**src/rtl/simple_isa_pkg.sv**
```systemverilog
// Purpose: shared SIMPLE ISA field layout, opcode constants, fetch FSM encoding and decode helpers.
// Latency: none; constants and pure combinational functions only.
// Backpressure: not applicable.
package simple_isa_pkg;

  // OP1 field values (bits [15:14])
  localparam logic [1:0] OP1_LD     = 2'b00;
  localparam logic [1:0] OP1_ST     = 2'b01;
  localparam logic [1:0] OP1_IMM_BR = 2'b10;
  localparam logic [1:0] OP1_ALU    = 2'b11;

  // OP3 field values (bits [7:4]) for the ALU/IO group
  localparam logic [3:0] OP3_ADD = 4'b0000;
  localparam logic [3:0] OP3_SUB = 4'b0001;
  localparam logic [3:0] OP3_AND = 4'b0010;
  localparam logic [3:0] OP3_OR  = 4'b0011;
  localparam logic [3:0] OP3_XOR = 4'b0100;
  localparam logic [3:0] OP3_CMP = 4'b0101;
  localparam logic [3:0] OP3_MOV = 4'b0110;
  localparam logic [3:0] OP3_SLL = 4'b1000;
  localparam logic [3:0] OP3_SLR = 4'b1001;
  localparam logic [3:0] OP3_SRL = 4'b1010;
  localparam logic [3:0] OP3_SRA = 4'b1011;
  localparam logic [3:0] OP3_IN  = 4'b1100;
  localparam logic [3:0] OP3_OUT = 4'b1101;
  localparam logic [3:0] OP3_HLT = 4'b1111;

  // Field slice positions inside a 16-bit instruction word
  localparam int OP1_HI = 15;
  localparam int OP1_LO = 14;
  localparam int RS_HI  = 13;
  localparam int RS_LO  = 11;
  localparam int RD_HI  = 10;
  localparam int RD_LO  = 8;
  localparam int D_HI   = 7;
  localparam int D_LO   = 0;
  localparam int OP3_HI = 7;
  localparam int OP3_LO = 4;

  // Fetch FSM state encoding
  localparam logic [1:0] FETCH_ST  = 2'd0;
  localparam logic [1:0] HOLD_ST   = 2'd1;
  localparam logic [1:0] HALTED_ST = 2'd2;

  function automatic logic [1:0] get_op1(input logic [15:0] w);
    return w[OP1_HI:OP1_LO];
  endfunction

  function automatic logic [3:0] get_op3(input logic [15:0] w);
    return w[OP3_HI:OP3_LO];
  endfunction

  function automatic logic [2:0] get_rs(input logic [15:0] w);
    return w[RS_HI:RS_LO];
  endfunction

  function automatic logic [2:0] get_rd(input logic [15:0] w);
    return w[RD_HI:RD_LO];
  endfunction

  function automatic logic [7:0] get_d(input logic [15:0] w);
    return w[D_HI:D_LO];
  endfunction

  // HLT lives in the ALU group; other OP1 groups reuse bits [7:4] as displacement
  function automatic logic is_hlt(input logic [15:0] w);
    return (get_op1(w) == OP1_ALU) && (get_op3(w) == OP3_HLT);
  endfunction

endpackage

```
**src/rtl/instr_fetch_unit.sv**
```systemverilog
// Purpose: owns the PC, fetches one instruction word at a time and offers it as COMMAND.
// Latency: one cycle after mem_ack the word is presented; one instruction in flight, no prefetch.
// Backpressure: COMMAND/pc_next held stable while cmd_valid=1 and cmd_ready=0; no fetch meanwhile.
module instr_fetch_unit
  import simple_isa_pkg::*;
#(
  parameter int                ADDR_W   = 16,
  parameter logic [ADDR_W-1:0] RESET_PC = '0
) (
  input  logic              CLOCK,
  input  logic              RESET,
  output logic              mem_req,
  output logic [ADDR_W-1:0] mem_addr,
  input  logic              mem_ack,
  input  logic [15:0]       mem_rdata,
  output logic [15:0]       COMMAND,
  output logic              cmd_valid,
  input  logic              cmd_ready,
  output logic [ADDR_W-1:0] pc_next,
  input  logic              PC_load,
  input  logic [ADDR_W-1:0] branch_target,
  output logic              halted
);

  logic [1:0]        state;
  logic [ADDR_W-1:0] pc;
  logic [ADDR_W-1:0] pc_inc;
  logic              squash;
  logic [ADDR_W-1:0] squash_addr;

  // Wraps modulo 2^ADDR_W with no carry out
  assign pc_inc = pc + {{(ADDR_W-1){1'b0}}, 1'b1};

  // Outputs follow the state; the request address stays on the uncancellable request while it is squashed
  always_comb begin
    mem_req   = !RESET && (state == FETCH_ST);
    mem_addr  = squash ? squash_addr : pc;
    cmd_valid = !RESET && (state == HOLD_ST);
    halted    = !RESET && (state == HALTED_ST);
  end

  // Fetch/hold/halt sequencing, PC ownership and squash bookkeeping
  always_ff @(posedge CLOCK) begin
    if (RESET) begin
      state       <= FETCH_ST;
      pc          <= RESET_PC;
      squash      <= 1'b0;
      squash_addr <= RESET_PC;
      COMMAND     <= 16'h0000;
      pc_next     <= '0;
    end else begin
      case (state)
        FETCH_ST: begin
          if (PC_load) begin
            pc <= branch_target;
            if (mem_ack) begin
              squash <= 1'b0;
            end else begin
              squash <= 1'b1;
              // Only the first redirect captures the outstanding address
              if (!squash) squash_addr <= pc;
            end
          end else if (mem_ack) begin
            if (squash) begin
              squash <= 1'b0;
            end else begin
              COMMAND <= mem_rdata;
              pc_next <= pc_inc;
              pc      <= pc_inc;
              state   <= HOLD_ST;
            end
          end
        end
        HOLD_ST: begin
          if (PC_load) begin
            pc    <= branch_target;
            state <= FETCH_ST;
          end else if (cmd_ready) begin
            state <= is_hlt(COMMAND) ? HALTED_ST : FETCH_ST;
          end
        end
        HALTED_ST: state <= HALTED_ST;
        default:   state <= FETCH_ST;
      endcase
    end
  end

endmodule

```
**config.mk**
```make
export PLATFORM = sky130hd
export DESIGN_NAME = instr_fetch_unit
export DESIGN_NICKNAME = d
export VERILOG_FILES = /design/src/rtl/simple_isa_pkg.sv /design/src/rtl/instr_fetch_unit.sv
export SDC_FILE = /design/constraint.sdc
export NUM_CORES = 1
export LEC_CHECK = 0
export BUFFER_PORTS_ARGS = -buffer_cell sky130_fd_sc_hd__buf_2
export CORE_MARGIN = 2
export CORE_UTILIZATION = 55
export CTS_CLUSTER_DIAMETER = 100
export CTS_CLUSTER_SIZE = 12
export DETAILED_ROUTE_END_ITERATION = 7
export GPL_TIMING_DRIVEN = 0
export PLACE_DENSITY = 0.82
export REMOVE_ABC_BUFFERS = 1
export SLEW_MARGIN = 0
export SYNTH_ARGS = -nofsm -noshare
export SYNTH_HDL_FRONTEND = slang
export SYNTH_SLANG_ARGS = --single-unit
```
**constraint.sdc**
```tcl
create_clock -name CLOCK -period 3.75 [get_ports CLOCK]
set_input_delay 0.375 -clock CLOCK [delete_from_list [all_inputs] [get_ports CLOCK]]
set_output_delay 0.375 -clock CLOCK [all_outputs]
set_load 0.01 [all_outputs]
```
==> results by group, run 1 <==
Power and ir drop
  • Power share of the combinational group: 15.6%
  • Clock power share: between 30% and 40%
  • P_leak: roughly 1.5 nW
  • PwrDens: ~420 mW/mm2
  • Net Sw Power: 0.458 mW
  • Sw frac: 29.2%
  • Worst VDD drop: 0.265 mV
  • Sequential share of power: approximately half
  • Int Pwr: 1.11 mW

Routing
  • Post-DRT Antenna Nets: 0
  • Routed via count: approximately 3,000
  • Drt wl/cell: 15.6 um
  • Post-detailed-routing wire length: 8.13 mm
  • Via density: 5.83
  • DRT Pass-1 Iters: 5
  • DR iter-0 viols: 248
  • # DRC: 0

Finish
  • N_diodes: 0
  • Ratio of cells with drive above 1 in the final layout: 26.6%
  • Area delta synth->final: 17.9%
  • Post-layout util: 67.8%
  • Finished Layout Cells: 520
  • Nets: 482

Critical path
  • Crit. End Element: flip-flop
  • CP Launch Type: flip-flop
  • Worst EP required: between 3 and 4 ns
  • Worst r2r src: squash$_SDFFE_PP0P_
  • R2r endpoint: pc[3]$_SDFFE_PP0P_
  • Worst EP arrival: 2.77 ns
  • Worst R2R Path Depth: 4
  • Reg2reg setup slack: 1.22 ns
  • Type of the worst setup path: flip-flop to flip-flop
  • Crit path max fanout: 22

Yosys
  • Main combinational cell family by area after synthesis: simple AND/OR/NAND/NOR gates
  • Post-synthesis mux area share: 9.28%
  • Synth Area in Compound Gates: 16.8%
  • Cells after Synth: 376
  • Most used DFF post-synth: dfxtp_1
  • Post-synthesis sequential area ratio: 42.1%
  • Seq cells post-synth: 67
  • Synth cell types: 46
  • Adder-Cell Fraction of Synth Area: 0.393%
  • Post-Syn Area per Cell: between 8 and 9 um2
  • Mapped cell area: 0.00318 mm2
  • Async S/R FF share, synth: 0%
  • Synth warn: 0
  • Synth Area in Simple Gates: between 20% and 30%
  • Post-Synth XOR/XNOR Area: 3.85%
  • Post-synth EDFFs: 0

STA
  • Setup-failing EPs final: 0
  • Worst relative slew slack: 8.37%
  • RSZ-0062 raised after global routing: false
  • Final hold vios: 0
  • Min Hold Slack: 0.260 ns
  • Setup_tns: 0 ns
  • Slew Limit Fails: 0
  • Clk_skew: ~0.007 ns
  • Final period utilization: between 60% and 70%
  • Minimum clock period after layout: 2.53 ns
  • Slew @ Worst Pin: about 1.4 ns
  • Worst Setup Slack, final: roughly 1.2 ns
  • Max Fclk: 395 MHz

Placement
  • Dpl cells: between 500 and 600
  • Port bufs: just under 90
  • Post-DP HPWL: 5.42 mm
  • Gp weighted congestion: 0.871
  • Place WS: 0.871 ns

Clock network
  • CTS tree: built
  • Clock tree sinks: 67
  • CTS max path bufs: 2
  • # H-tree levels: 3
  • CTS clock-pin slew for the worst setup and hold paths: 0.07 ns
  • Setup bufs post-CTS: 0
  • CTS Buf Count: 9
  • CTS hold repair buffers: 0
  • Clock latency on the worst-skew pair: 0.35 ns
  • Root Driver: clkbuf_8
  • Post_cts resized: 0

Run
  • Reported max-cap violation count: 0

Hold path
  • Hold path endpoint: COMMAND[12]$_SDFFE_PP0P_
  • Min-delay src: mem_rdata[12]
  • WHS Path Cells: 3
  • Worst min path class: primary input to flip-flop

Global routing
  • Initial antenna violation count: 0
  • GRT Total Usage: 25.9%
  • Vias in the first global route: 2,630
  • Largest net degree at the start of global routing: 70
  • First-pass GRT wire length: ~13 mm
  • Total gr overflow: 0

Floorplan
  • I/O Pins: 88
  • Die Height: ~80 um
  • Core Region: between 0.005 and 0.006 mm2
  • Die ar.: about 0.0064 mm2
  • Cell Rows: 27
  • Die X: 80.1 um
  • Starting Density: 57.5%

Status
  • Status: completed
==> layout make-up <==
type                       instances  area [um2]
tap                               72        90.1
inverter                           7        26.3
fill                             484        1790
sequential                        67        1340
clock buffer                      10         138
clock inverter                     5        30.0
multi-input combinational        272        1690
timing repair buffer              87         435
==> worst max-delay path by stage <==
stage / start / to / slack, ns / cells after the start
after floorplan: squash$_SDFFE_PP0P_ / pc_next[10]$_SDFFE_PP0P_ / 1.40 / 4
after global placement: squash$_SDFFE_PP0P_ / pc_next[14]$_SDFFE_PP0P_ / 0.81 / 4
after detailed placement: PC_load / pc[10]$_SDFFE_PP0P_ / 0.87 / 5
after CTS: squash$_SDFFE_PP0P_ / pc[10]$_SDFFE_PP0P_ / 1.08 / 4
after global routing: RESET / pc[13]$_SDFFE_PP0P_ / 1.06 / 5
final: squash$_SDFFE_PP0P_ / pc[3]$_SDFFE_PP0P_ / 1.22 / 4
==> per-layer routing <==
| metal | part of all wire [%] | vias to the layer above | track usage [%] | wire (um) |
|---|---|---|---|---|
| li1 | - | 1484 | - | - |
| met1 | 44 | 1393 | 35.9 | 3590 |
| met2 | 47 | 134 | 38.7 | 3790 |
| met3 | 6.5 | 18 | 3.60 | 528 |
| met4 | 2.8 | 0 | 14.7 | 226 |
| met5 | 0 | - | 0 | 0 |
==> power groups by stage <==
| stage | Sequential, mW | Combinational, mW | Clock, mW |
|---|---|---|---|
| floorplan | 0.811 | 0.135 | 0 |
| global placement | 0.809 | 0.236 | 0 |
| detailed placement | 0.811 | 0.243 | 0 |
| CTS | 0.795 | 0.244 | 0.530 |
| global route | 0.801 | 0.270 | 0.562 |
| finish | 0.796 | 0.244 | 0.524 |
==> state kept, by name, summed over array words and instances, names as in the netlist <==
register / cells
state: 2
squash: 1
pc_next: 16
pc: 16
squash_addr: 16
COMMAND: 16
==> per-stage QoR <==
step           total power, mW  cell area [um2]
3_3_place_gp              1.04             3580
5_1_grt                   1.63             3750
6_report                  1.56             3750
3_5_place_dp              1.05             3590
4_1_cts                   1.57             3750
2_1_floorplan            0.946             3060
==> worst max-delay path: stages, from the launching register on <==
cell and delay [ns]:
dfxtp_1 0.59, or4b_4 0.70, o21ai_1 0.53, nand2_1 0.38, o32ai_1 0.22
==> cells in the final DEF (no fill, tap or decap), types with 10 or more instances in the layout <==
master,netlist,final
buf_2,6,87
dfxtp_1,67,67
nand2_1,49,49
nor2_1,43,43
a21oi_1,27,27
mux2i_1,16,16
a211oi_1,15,15
mux2_2,12,12
nand4_1,12,12
xnor2_1,11,11
clkbuf_8,0,10
==> logic make-up after synthesis <==
logic type,Yosys count
and+or+nand+nor,148
AOI/OAI and AO/OA,81
muxes,28
DFF,67
buffers and inverters,37
xor gates and xnor gates,14
adders and majority gates,1
==> synthesized netlist by cell type, types with 7 or more instances <==
cell | instances | share of area [%]
xnor2_1 | 11 | 3.0
dfxtp_1 | 67 | 42
nor2_1 | 43 | 5.1
nor4_1 | 7 | 1.4
nand2_1 | 49 | 5.8
o21ai_0 | 10 | 1.6
inv_1 | 7 | 0.83
a21oi_1 | 27 | 4.2
nand4_1 | 12 | 2.4
mux2_2 | 12 | 4.2
nand3_1 | 9 | 1.4
a211oi_1 | 15 | 3.5
clkbuf_1 | 19 | 2.2
mux2i_1 | 16 | 5.0
Note: power is estimated with default switching activity, not from simulation.
==> run 2, diff against run 1 <==
- ABC_AREA: not set -> 1
- CORE_UTILIZATION: 55 -> 52
- PLACE_DENSITY: 0.82 -> 0.79
- clock period: 3.75 -> 2.38 ns (I/O delays scaled with it)
==> results by group, run 2 <==
Yosys
  • Synth cell types: 29 (-37%)
  • Area leader, netlist: dfxtp_1
  • Post-synthesis sequential area ratio: 42.7% (+0.52 points)
  • Post-synth EDFFs: 0 (unchanged)
  • Most used DFF post-synth: dfxtp_1
  • Top-count cell post-synth: nand2_1
  • Synth warn: 0 (unchanged)
  • Commonest cells post-synth: 124 x nand2_1, 67 x dfxtp_1, 63 x o21ai_0, 56 x inv_1, 49 x a21oi_1
  • Top cell type's share of synthesized area: 42.7% (+0.52 points)
  • Post-Syn Area per Cell: 6.79 um2 (-20%)
  • Seq cells post-synth: 67 (unchanged)
  • Mapped cell area: 0.00314 mm2 (-1.2%)
  • Cells after Synth: 463 (+23%)
  • Synth top area cells: dfxtp_1 43%, nand2_1 15%, o21ai_0 10%
  • Async S/R FF share, synth: 0% (unchanged)

Clock network
  • CTS max path bufs: 2 (unchanged)
  • Clock latency on the worst-skew pair: 0.35 ns (about the same)
  • CTS clock-pin slew for the worst setup and hold paths: 0.08 ns (about the same)
  • CTS tree: built
  • Root Driver: clkbuf_8
  • CTS hold repair buffers: 0 (unchanged)
  • Clock tree sinks: 67 (unchanged)
  • CTS Buf Count: 9 (unchanged)
  • # H-tree levels: 3 (unchanged)

Routing
  • DRT Pass-1 Iters: 5 (unchanged)
  • Post-DRT Antenna Nets: 0 (unchanged)
  • # DRC: 0 (unchanged)
  • Routed via count: 3,161 (+4.4%)
  • Via density: 5.11 (-12%)
  • DR iter-0 viols: 220 (-11%)
  • Post-detailed-routing wire length: 7.63 mm (-6.1%)
  • Drt wl/cell: 12.4 um (-21%)

Power and ir drop
  • Net Sw Power: 0.795 mW (+74%)
  • Int Pwr: 2.06 mW (+86%)
  • Sw frac: 27.8% (-1.4 points)
  • Worst VDD drop: 0.513 mV (+93%)
  • Sequential share of power: 44.4% (-6.5 points)
  • P_leak: 1.84 nW (+24%)
  • Clock power share: 41.0% (+7.5 points)
  • Power share of the combinational group: 14.5% (-1.1 points)
  • PwrDens: 746 mW/mm2 (+79%)

Critical path
  • CP Launch Type: flip-flop
  • Crit. End Element: flip-flop
  • Worst EP required: 2.68 ns (-1.31 ns)
  • Crit path max fanout: 33 (+50%)
  • Crit-path max cell delay: 0.47 ns (-0.23 ns)
  • Slowest-stage cell, CP: dfxtp_2
  • Worst EP arrival: 2.35 ns (-0.42 ns)
  • Critical path's top delay family: simple AND/OR/NAND/NOR gates
  • WP buf/inv: 2 (+2)
  • Type of the worst setup path: flip-flop to flip-flop
  • CP cell instances: nor2_1 > nand3_4 > inv_4 > o21ai_0 > a21o_1 > inv_1

Placement
  • Place WS: -0.294 ns (-1.16 ns)
  • Placed inst area: 0.00357 mm2 (-0.52%)
  • Post-DP HPWL: 5.06 mm (-6.7%)
  • Gp weighted congestion: 0.827 (-5.1%)
  • Port bufs: 87 (unchanged)

Global routing
  • Vias in the first global route: 2,628 (-0.076%)
  • First-pass GRT wire length: 12.1 mm (-5.5%)
  • Total gr overflow: 0 (unchanged)
  • Largest net degree at the start of global routing: 49 (-30%)
  • GRT Total Usage: 23.7% (-2.3 points)
  • Initial antenna violation count: 0 (unchanged)

Floorplan
  • I/O Pins: 88 (unchanged)
  • Die X: 81.8 um (+2.1%)
  • Cell Rows: 28 (+3.7%)
  • Starting Density: 53.4% (-4.0 points)
  • Core Region: 0.00589 mm2 (+6.2%)
  • Die ar.: 0.00668 mm2 (+4.3%)
  • Die Height: 81.8 um (+2.1%)

Finish
  • Multi-input logic area: 0.00148 mm2 (-13%)
  • Area delta synth->final: 21.8%
  • Nets: 576 (+20%)
  • Post-route cell area: 0.00383 mm2 (+2.1%)
  • Most frequent cells in the layout: 124 x nand2_1, 87 x buf_2, 66 x dfxtp_1
  • Commonest non-fill, non-tap cell in the layout: nand2_1
  • Reg area: 0.00134 mm2 (about the same)
  • N_diodes: 0 (unchanged)
  • Fillers: 541 (+12%)
  • Ratio of cells with drive above 1 in the final layout: 21.0% (-5.6 points)

STA
  • Setup-failing EPs final: 0 (unchanged)
  • Final hold vios: 0 (unchanged)
  • Worst Setup Slack, final: 0.336 ns (-0.880 ns)
  • Final period utilization: 85.9% (+18 points)
  • RSZ-0062 raised after global routing: false
  • Worst relative slew slack: 19.4% (+11 points)
  • Slew Limit Fails: 0 (unchanged)
  • Minimum clock period after layout: 2.04 ns (-0.490 ns)
  • Clk_skew: 0.0109 ns (+0.00396 ns)
  • Slew @ Worst Pin: 1.21 ns (-0.156 ns)
  • Setup_tns: 0 ns (unchanged)
  • Max Fclk: 489 MHz (+24%)

Status
  • Status: completed

Hold path
  • Worst min path class: primary input to flip-flop

Run
  • Reported max-cap violation count: 0 (unchanged)
## run 2: what timing repair did
action,in CTS,in global routing
buffers inserted,0,0
resized for setup,3,1
endpoints found under the setup margin,35,11
hold endpoints to repair,0,0
gates cloned,0,0
## run 2: path summary, 6_finish.rpt
kind / start / to / slack (ns) / depth (start not counted)
setup / recovery: squash$_SDFFE_PP0P_ / pc_next[9]$_SDFFE_PP0P_ / 0.34 / 6
setup reg to reg: squash$_SDFFE_PP0P_ / pc_next[9]$_SDFFE_PP0P_ / 0.34 / 6
hold reg to reg: squash_addr[5]$_SDFFE_PP0P_ / squash_addr[5]$_SDFFE_PP0P_ / 0.45 / 2
hold / removal: mem_ack / squash$_SDFFE_PP0P_ / 0.07 / 2
## run 2: routing by layer
metal	vias to the layer above	wire length, um	GRT usage [%]
met5	-	0	0
met4	0	108	9.50
met1	1422	3480	31.6
li1	1636	-	-
met2	93	3580	37.0
met3	10	470	5.49
## run 2: power by group through the flow
| stage | clock, mW | sequential [mW] | combinational [mW] |
|---|---|---|---|
| floorplan | 0 | 1.29 | 0.241 |
| global placement | 0 | 1.29 | 0.401 |
| detailed placement | 0 | 1.29 | 0.410 |
| CTS | 1.19 | 1.27 | 0.416 |
| global route | 1.24 | 1.28 | 0.473 |
| finish | 1.17 | 1.27 | 0.416 |
## run 2: metrics by stage
| step | hold slack [ns] | util [%] | instances | power (mW) |
|---|---|---|---|---|
| 3_5_place_dp | 0.439 | 60.6 | 602 | 1.70 |
| 4_1_cts | 0.0633 | 65.0 | 618 | 2.87 |
| 6_report | 0.0720 | 65.1 | 618 | 2.86 |
| 2_1_floorplan | 0.307 | - | 440 | 1.53 |
| 5_1_grt | 0.0756 | 65.1 | 618 | 2.99 |
| 3_3_place_gp | 0.433 | 60.6 | 602 | 1.69 |
## run 2: cells by family (layout without fill, tap and decap cells)
logic type | Yosys count | in the layout | synth area share, %
simple gates | 168 | 168 | 21.4
flops | 67 | 67 | 42.7
xor+xnor | 7 | 7 | 1.95
buf+inv | 85 | 165 | 10.8
fa+ha+maj | 1 | 1 | 0.398
compound gates | 135 | 135 | 22.8
## run 2: layout make-up
cell class / count / share of cell area [%]
timing repair buffer: 87 / 11.4
clock inverter: 7 / 3.23
multi-input combinational: 311 / 38.5
tap: 75 / 2.45
clock buffer: 9 / 3.23
sequential: 67 / 35.0
inverter: 62 / 6.14
## run 2: worst register-to-register path, stage by stage, from the launching register on
cell	delay, ns
dfxtp_2	0.47
nor2_1	0.32
nand3_4	0.38
inv_4	0.43
o21ai_0	0.14
a21o_1	0.22
inv_1	0.04
==> run 3, diff against run 2 <==
- ABC_AREA: 1 -> not set
- PLACE_DENSITY: 0.79 -> 0.78
==> results by group, run 3 (synthesis results as in run 1) <==
Status
  • Status: completed

STA
  • Final hold vios: 0 (unchanged)
  • RSZ-0062 raised after global routing: false
  • Worst relative slew slack: 10.4% (-9.0 points)
  • Slew @ Worst Pin: 1.33 ns (+0.126 ns)
  • Clk_skew: 0.00792 ns (-0.00301 ns)
  • Slew Limit Fails: 0 (unchanged)
  • Max Fclk: 448 MHz (-8.3%)
  • Setup-failing EPs final: 0 (unchanged)
  • Worst Setup Slack, final: 0.150 ns (-0.186 ns)
  • Final period utilization: 93.7% (+7.8 points)
  • Minimum clock period after layout: 2.23 ns (+0.186 ns)
  • Min Hold Slack: 0.126 ns (+0.0540 ns)

Global routing
  • Total gr overflow: 0 (unchanged)
  • Initial antenna violation count: 0 (unchanged)
  • First-pass GRT wire length: 12.8 mm (+5.4%)
  • GRT Total Usage: 24.8% (+1.1 points)
  • Largest net degree at the start of global routing: 70 (+43%)
  • Vias in the first global route: 2,596 (-1.2%)

Clock network
  • CTS Buf Count: 9 (unchanged)
  • Clock latency on the worst-skew pair: 0.34 ns (about the same)
  • Root Driver: clkbuf_8
  • # H-tree levels: 3 (unchanged)
  • CTS hold repair buffers: 0 (unchanged)
  • Clock tree sinks: 67 (unchanged)
  • Setup bufs post-CTS: 0 (unchanged)
  • CTS tree: built
  • CTS clock-pin slew for the worst setup and hold paths: 0.08 ns (about the same)
  • CTS max path bufs: 2 (unchanged)

Critical path
  • WP buf/inv: 1 (-1)
  • Crit. End Element: flip-flop
  • CP Launch Type: flip-flop
  • CP cell instances: or4b_4 > o21ai_0 > buf_2 > nand2_1 > o211ai_1
  • Slowest-stage cell, CP: or4b_4
  • Crit-path max cell delay: 0.66 ns (+0.19 ns)
  • Critical path's top delay family: simple AND/OR/NAND/NOR gates
  • Worst EP required: 2.64 ns (-0.04 ns)
  • Worst EP arrival: 2.49 ns (+0.14 ns)
  • Crit path max fanout: 22 (-33%)
  • Type of the worst setup path: flip-flop to flip-flop

Finish
  • Nets: 484 (-16%)
  • Most frequent cells in the layout: 87 x buf_2, 66 x dfxtp_1, 49 x nand2_1
  • Fillers: 502 (-7.2%)
  • Commonest non-fill, non-tap cell in the layout: buf_2
  • Area delta synth->final: 19.8%
  • Post-layout util: 64.4% (-0.70 points)
  • N_diodes: 0 (unchanged)
  • Ratio of cells with drive above 1 in the final layout: 27.3% (+6.3 points)
  • Finished Layout Cells: 526 (-15%)

Power and ir drop
  • PwrDens: 683 mW/mm2 (-8.5%)
  • Worst VDD drop: 0.375 mV (-27%)
  • Power after layout: 2.60 mW (-8.9%)
  • P_leak: 1.51 nW (-18%)

Floorplan
  • Die ar.: 0.00676 mm2 (+1.2%)
  • Starting Density: 53.8% (+0.34 points)
  • Die X: 82.2 um (+0.59%)
  • Core Region: 0.00592 mm2 (+0.60%)
  • Cell Rows: 28 (unchanged)
  • Die Height: 82.2 um (+0.59%)
  • I/O Pins: 88 (unchanged)

Hold path
  • Worst min path class: primary input to flip-flop

Placement
  • Place WS: -0.258 ns (+0.0358 ns)
  • Post-DP HPWL: 5.26 mm (+4.0%)
  • Gp weighted congestion: 0.905 (+9.3%)
  • Dpl cells: 509 (-15%)
  • Port bufs: 87 (unchanged)

Routing
  • Post-detailed-routing wire length: 8.07 mm (+5.8%)
  • Routed via count: 2,958 (-6.4%)
  • Via density: 5.62 (+9.9%)
  • DR iter-0 viols: 291 (+32%)
  • Post-DRT Antenna Nets: 0 (unchanged)
  • Drt wl/cell: 15.3 um (+24%)
  • # DRC: 0 (unchanged)
  • DRT Pass-1 Iters: 4 (-1)

Run
  • Reported max-cap violation count: 0 (unchanged)
==> run 3: layout make-up <==
type                    instances  area (um2)  share of cell area [%]
repair buffers                 88         443                    11.6
clock buffers                  10         138                    3.61
clock inverters                 6        65.1                    1.71
inverters                       7        26.3                   0.689
flip-flops and latches         67        1340                    35.2
well taps                      75        93.8                    2.46
multi-input cells             273        1700                    44.7
==> run 3: repair_timing <==
| item | 4_1_cts | 5_1_grt |
|---|---|---|
| pin swaps | 1 | 0 |
| hold endpoints to repair | 0 | 0 |
| cloned | 1 | 0 |
| endpoints found under the setup margin | 17 | 24 |
| resized for setup | 1 | 2 |
==> run 3: path summary, 6_finish.rpt <==
kind	startpoint	end	slack, ns	depth (start not counted)
max	squash$_SDFFE_PP0P_	pc[10]$_SDFFE_PP0P_	0.15	5
min	mem_rdata[10]	COMMAND[10]$_SDFFE_PP0P_	0.13	3
max reg2reg	squash$_SDFFE_PP0P_	pc[10]$_SDFFE_PP0P_	0.15	5
min reg2reg	COMMAND[2]$_SDFFE_PP0P_	COMMAND[2]$_SDFFE_PP0P_	0.45	2
==> run 3: where the power goes <==
part / leakage [nW] / switching (mW) / internal, mW / total [mW]
clock network: 0.102 / 0.449 / 0.512 / 0.961
registers: 0.548 / 0.0668 / 1.19 / 1.25
logic: 0.861 / 0.223 / 0.166 / 0.389
==> run 3: worst register-to-register path, stage by stage (launching register included) <==
cell and delay (ns):
dfxtp_2 0.46, or4b_4 0.67, o21ai_0 0.26, buf_2 0.32, nand2_1 0.20, o211ai_1 0.24
==> run 3: per-stage QoR <==
step                      area, um2  setup TNS [ns]
after floorplan                3060               0
after global placement         3580          -19.54
after detailed placement       3590           -4.26
after CTS                      3810               0
after global routing           3810               0
final                          3810               0
==> run 3: per-layer routing <==
layer  up-vias  wire, um  global-route usage, %
li1       1494         -                      -
met1      1315      3650                   35.1
met2       136      3580                   34.7
met3        13       689                   5.87
met4         0       151                   13.2
met5         -         0                      0
